$ cat src/rtl/demux_1to32_seq.sv
// Serialiser feeding a 1-to-N_CH demux: one accepted word is spread one bit per channel per clock.
// Optional macro DEMUX_1TO32_SEQ_MASK_EN adds mask_i to gate en_o/data_o per channel.
module demux_1to32_seq #(
   parameter int N_CH      = 32,
   parameter int SEL_W     = 5,
   parameter int MSB_FIRST = 0
) (
   input  logic             clk_i,
   input  logic             rst_i,
   input  logic [N_CH-1:0]  word_i,
`ifdef DEMUX_1TO32_SEQ_MASK_EN
   input  logic [N_CH-1:0]  mask_i,
`endif
   input  logic             valid_i,
   output logic             ready_o,
   output logic             data_o,
   output logic [SEL_W-1:0] sel_o,
   output logic             en_o,
   output logic             busy_o,
   output logic             done_o
);

   typedef enum logic {IDLE, SEND} state_e;
   localparam logic [SEL_W-1:0] LAST = SEL_W'(N_CH - 1);

   state_e           state_q, state_d;
   logic [SEL_W-1:0] cnt_q, cnt_d;
   logic [N_CH-1:0]  shreg_q, shreg_d;
   logic             data_q, data_d;
   logic [SEL_W-1:0] sel_q, sel_d;
   logic             en_q, en_d;
   logic             busy_q, busy_d;
   logic             done_q, done_d;
   logic [N_CH-1:0]  src_w;
   logic             accept, go, bit_w, bit_m;
`ifdef DEMUX_1TO32_SEQ_MASK_EN
   logic [N_CH-1:0]  mask_q, mask_d, src_m;
`endif

   assign ready_o = (state_q == IDLE) || (cnt_q == LAST);
   assign accept  = valid_i && ready_o;

   // Outputs are computed one cycle ahead so the accept edge already presents channel 0.
   always_comb begin
      state_d = state_q;
      cnt_d   = cnt_q;
      shreg_d = shreg_q;
      src_w   = shreg_q;
      go      = 1'b0;
`ifdef DEMUX_1TO32_SEQ_MASK_EN
      mask_d  = mask_q;
      src_m   = mask_q;
`endif
      if (accept) begin
         state_d = SEND;
         cnt_d   = '0;
         src_w   = word_i;
`ifdef DEMUX_1TO32_SEQ_MASK_EN
         src_m   = mask_i;
`endif
         go      = 1'b1;
      end else if (state_q == SEND && cnt_q != LAST) begin
         cnt_d   = cnt_q + SEL_W'(1);
         go      = 1'b1;
      end else begin
         state_d = IDLE;
         cnt_d   = '0;
      end

      bit_w = (MSB_FIRST != 0) ? src_w[N_CH-1] : src_w[0];
`ifdef DEMUX_1TO32_SEQ_MASK_EN
      bit_m = src_m[0];
`else
      bit_m = 1'b1;
`endif

      data_d = 1'b0;
      sel_d  = '0;
      en_d   = 1'b0;
      busy_d = 1'b0;
      done_d = 1'b0;
      if (go) begin
         data_d  = bit_w & bit_m;
         en_d    = bit_m;
         sel_d   = cnt_d;
         busy_d  = 1'b1;
         done_d  = (cnt_d == LAST);
         shreg_d = (MSB_FIRST != 0) ? (src_w << 1) : (src_w >> 1);
`ifdef DEMUX_1TO32_SEQ_MASK_EN
         mask_d  = src_m >> 1;
`endif
      end
   end

   always_ff @(posedge clk_i) begin
      if (rst_i) begin
         state_q <= IDLE;
         cnt_q   <= '0;
         shreg_q <= '0;
         data_q  <= 1'b0;
         sel_q   <= '0;
         en_q    <= 1'b0;
         busy_q  <= 1'b0;
         done_q  <= 1'b0;
`ifdef DEMUX_1TO32_SEQ_MASK_EN
         mask_q  <= '0;
`endif
      end else begin
         state_q <= state_d;
         cnt_q   <= cnt_d;
         shreg_q <= shreg_d;
         data_q  <= data_d;
         sel_q   <= sel_d;
         en_q    <= en_d;
         busy_q  <= busy_d;
         done_q  <= done_d;
`ifdef DEMUX_1TO32_SEQ_MASK_EN
         mask_q  <= mask_d;
`endif
      end
   end

   assign data_o = data_q;
   assign sel_o  = sel_q;
   assign en_o   = en_q;
   assign busy_o = busy_q;
   assign done_o = done_q;

endmodule

$ cat config.mk
export PLATFORM = sky130hd
export DESIGN_NAME = demux_1to32_seq
export DESIGN_NICKNAME = d
export VERILOG_FILES = /design/src/rtl/demux_1to32_seq.sv
export SDC_FILE = /design/constraint.sdc
export NUM_CORES = 1
export LEC_CHECK = 0
export CORE_ASPECT_RATIO = 1.1
export CORE_UTILIZATION = 46
export CTS_BUF_LIST = sky130_fd_sc_hd__clkbuf_4 sky130_fd_sc_hd__clkbuf_8
export DETAILED_ROUTE_END_ITERATION = 10
export PLACE_DENSITY = 0.78
export SLEW_MARGIN = 20
export SYNTH_ARGS = -nofsm -noshare
export SYNTH_HDL_FRONTEND = slang
export SYNTH_SLANG_ARGS = --single-unit
$ cat constraint.sdc
create_clock -name clk_i -period 1.46 [get_ports clk_i]
set_input_delay 0.292 -clock clk_i [delete_from_list [all_inputs] [get_ports clk_i]]
set_output_delay 0.292 -clock clk_i [all_outputs]
set_load 0.01 [all_outputs]
==> run metrics <==
Setup TNS Final -4.836 ns; Starting Density 49.75%; DR WL/cell around 15 µm; status complete, but fails checks; first-pass GRT wire length 6658 µm; Avg Synthesized Cell Area 10.42 µm²; Crit. End Element output port; Rel. slew slack 81.65%; DIE WIDTH 62.88 µm; Via density 5.319; hold_ws 0.4915 ns; #FFs+latches synth 45; grt ovf 0; Total GRT Usage 20.23%; clk root buf clkbuf_8; Slew Viols, Final 0; Reg clk slew, reported paths 0.08 ns; highest clock rate 0.5959 GHz; endpoints failing setup 33; Synth cell types 23; Leak Pwr around 1.1 nW; NumNets Final 263; initial antenna violation count 0; overall power 2.597 mW; Cell Area, Synth 1876 µm²; Crit Path Class flop to output port; CTS Sinks 45; Ant. Diodes 0; CP Cell Sequence ha_4 > and3_4 > ha_4 > nor2b_4 > inv_4 > buf_6; syn nets roughly 220; busiest layer in global routing met2; met1 Use GR roughly a fifth; post-layout min period 1.678 ns; VDD IR max 0.0006485 V; # Max-Cap Violations 0; IO Count 45; Crit path required time 1.17 ns; clk_skew a little under 0.008 ns; largest net degree at the start of global routing 36; sequential share of the synthesized area 48.03%; Rows 23; vias in the first global route between 1000 and 1500; placed inst area 2396 µm²; Filler Cells Inserted between 200 and 300; failing checks negative setup slack; CTS max path bufs 2; final hold violations 0; routability cong. roughly 0.72; worst-skew pair later-pin latency 0.30 ns; startpoint types flop; HP Class flop to flop; RSZ-0062 raised after global routing true; met2 usage 37.50%; final worst-path setup slack -0.2182 ns; Final Util 69.86%; fin area 2634 µm²; Synth Instances 180; power per cell area 985.9 nW/µm²; Yosys Warn Count 0; worst path arrival time roughly 1.4 ns; via total after detailed routing 1468; Area Overhead vs Synth 40.43%; CTS Buf Count 5; slowest cell on the critical path dfxtp_2; CTS tree yes; # DRC 0; port buffer count 44; DIE AREA around 4300 µm²; share of layout cells above drive strength 1 23.45%; DRT Wirelength 4089 µm; DR pass1 iterations 4; Tcrit/Tclk final 114.9%; core area 3770 µm²; maximum fanout along the worst path 2; drt initial violations 59; worst stage delay on the critical path 0.34 ns; worst slew pin tran about 0.27 ns; most frequent cell on the critical path ha_4; die span in y roughly 69 µm; Final ANT Viol Nets 0; met3 usage 6.086%; DPL Wire Length 2629 µm; H-tree levels 2
routing by layer:
layer / routed length, µm / vias to the layer above
li1: - / 731
met1: 1663 / 692
met2: 2147 / 36
met3: 187 / 9
met4: 90 / 0
met5: 0 / -
final timing paths:
check                                from                       to  slack, ns  cells after the start
setup / recovery      cnt_q[1]$_SDFF_PP0_                  ready_o      -0.22                      6
setup reg to reg      cnt_q[1]$_SDFF_PP0_  shreg_q[9]$_SDFFE_PP0P_      -0.18                      9
hold reg to reg   shreg_q[0]$_SDFFE_PP0P_        data_o$_SDFF_PP0_       0.49                      2
hold / removal    shreg_q[0]$_SDFFE_PP0P_        data_o$_SDFF_PP0_       0.49                      2
cell families after synthesis:
logic type | count (synthesis) | share of synthesized area [%]
and+or+nand+nor | 51 | 12.87
DFF | 45 | 48.03
AOI/OAI and AO/OA | 31 | 12.81
muxes | 31 | 16.54
buffers and inverters | 18 | 7.472
xor gates and xnor gates | 2 | 0.9341
adders and majority gates | 2 | 1.334
cell usage in the layout (no fill, tap or decap), types with 2 or more instances in the layout:
| cell | n |
|---|---|
| nor3b_1 | 3 |
| clkbuf_8 | 6 |
| mux2i_1 | 31 |
| dlygate4sd2_1 | 2 |
| nand3_1 | 2 |
| buf_4 | 6 |
| nor3_1 | 7 |
| a211oi_2 | 15 |
| dfxtp_1 | 43 |
| dlymetal6s2s_1 | 5 |
| nor2_2 | 8 |
| buf_6 | 2 |
| dfxtp_2 | 2 |
| ha_4 | 2 |
| a211oi_1 | 15 |
| buf_12 | 4 |
| clkdlybuf4s50_1 | 35 |
| nor2_1 | 25 |
cell type report:
cell class | instances | area (µm²) | share of cell area [%]
Sequential cell | 45 | 903.4 | 34.30
Timing Repair Buffer | 56 | 610.6 | 23.18
Multi-Input combinational cell | 117 | 960.9 | 36.48
Inverter | 1 | 6.256 | 0.2375
Tap cell | 50 | 62.56 | 2.375
Clock buffer | 7 | 90.09 | 3.420
registers in the layout, indices dropped and copies added, names as in the netlist:
name     cells
sel_o        5
done_o       1
cnt_q        5
state_q      1
data_o       1
busy_o       1
shreg_q     31
Yosys cell counts:
master,count,area share [%]
a211oi_2,2,1.3
buf_6,1,0.60
nor2_1,33,6.6
nor2b_4,1,0.73
clkbuf_1,3,0.60
nor3b_2,1,0.67
nor3b_1,4,1.6
nand2_1,1,0.20
a21oi_1,1,0.27
and3_1,2,0.67
ha_1,2,1.3
xnor2_1,1,0.47
buf_4,1,0.40
buf_1,1,0.20
xor2_1,1,0.47
nand3_1,2,0.53
buf_12,3,3.2
nor3_1,7,1.9
buf_2,8,2.1
a211oi_1,28,11
dfxtp_1,45,48
mux2i_1,31,17
inv_4,1,0.33
stage by stage:
stage / worst slack [ns] / instances
6_report: -0.2182 / 276
5_1_grt: -0.2702 / 276
4_1_cts: -0.2257 / 276
3_5_place_dp: -0.3104 / 268
3_3_place_gp: -0.2684 / 268
2_1_floorplan: 0.01243 / 180
power by group:
| group | switching [mW] | internal, mW | total [mW] | leakage, nW |
|---|---|---|---|---|
| combinational | 0.206 | 0.249 | 0.455 | 0.727 |
| sequential | 0.0461 | 1.31 | 1.36 | 0.372 |
| clock | 0.391 | 0.394 | 0.785 | 0.0477 |
critical path: cells and delay by family (launching register included):
family	cells	cell delay [ns]
fa+ha+maj	2	0.32
buf+inv	2	0.15
flops	1	0.34
simple gates	2	0.28
what timing repair did:
item	4_1_cts	5_1_grt
buffers inserted	0	0
hold buffers	0	0
pin swaps	2	0
resized for setup	33	6
cloned	1	0
endpoints found under the setup margin	40	44
(Power assumes the default switching activity.)
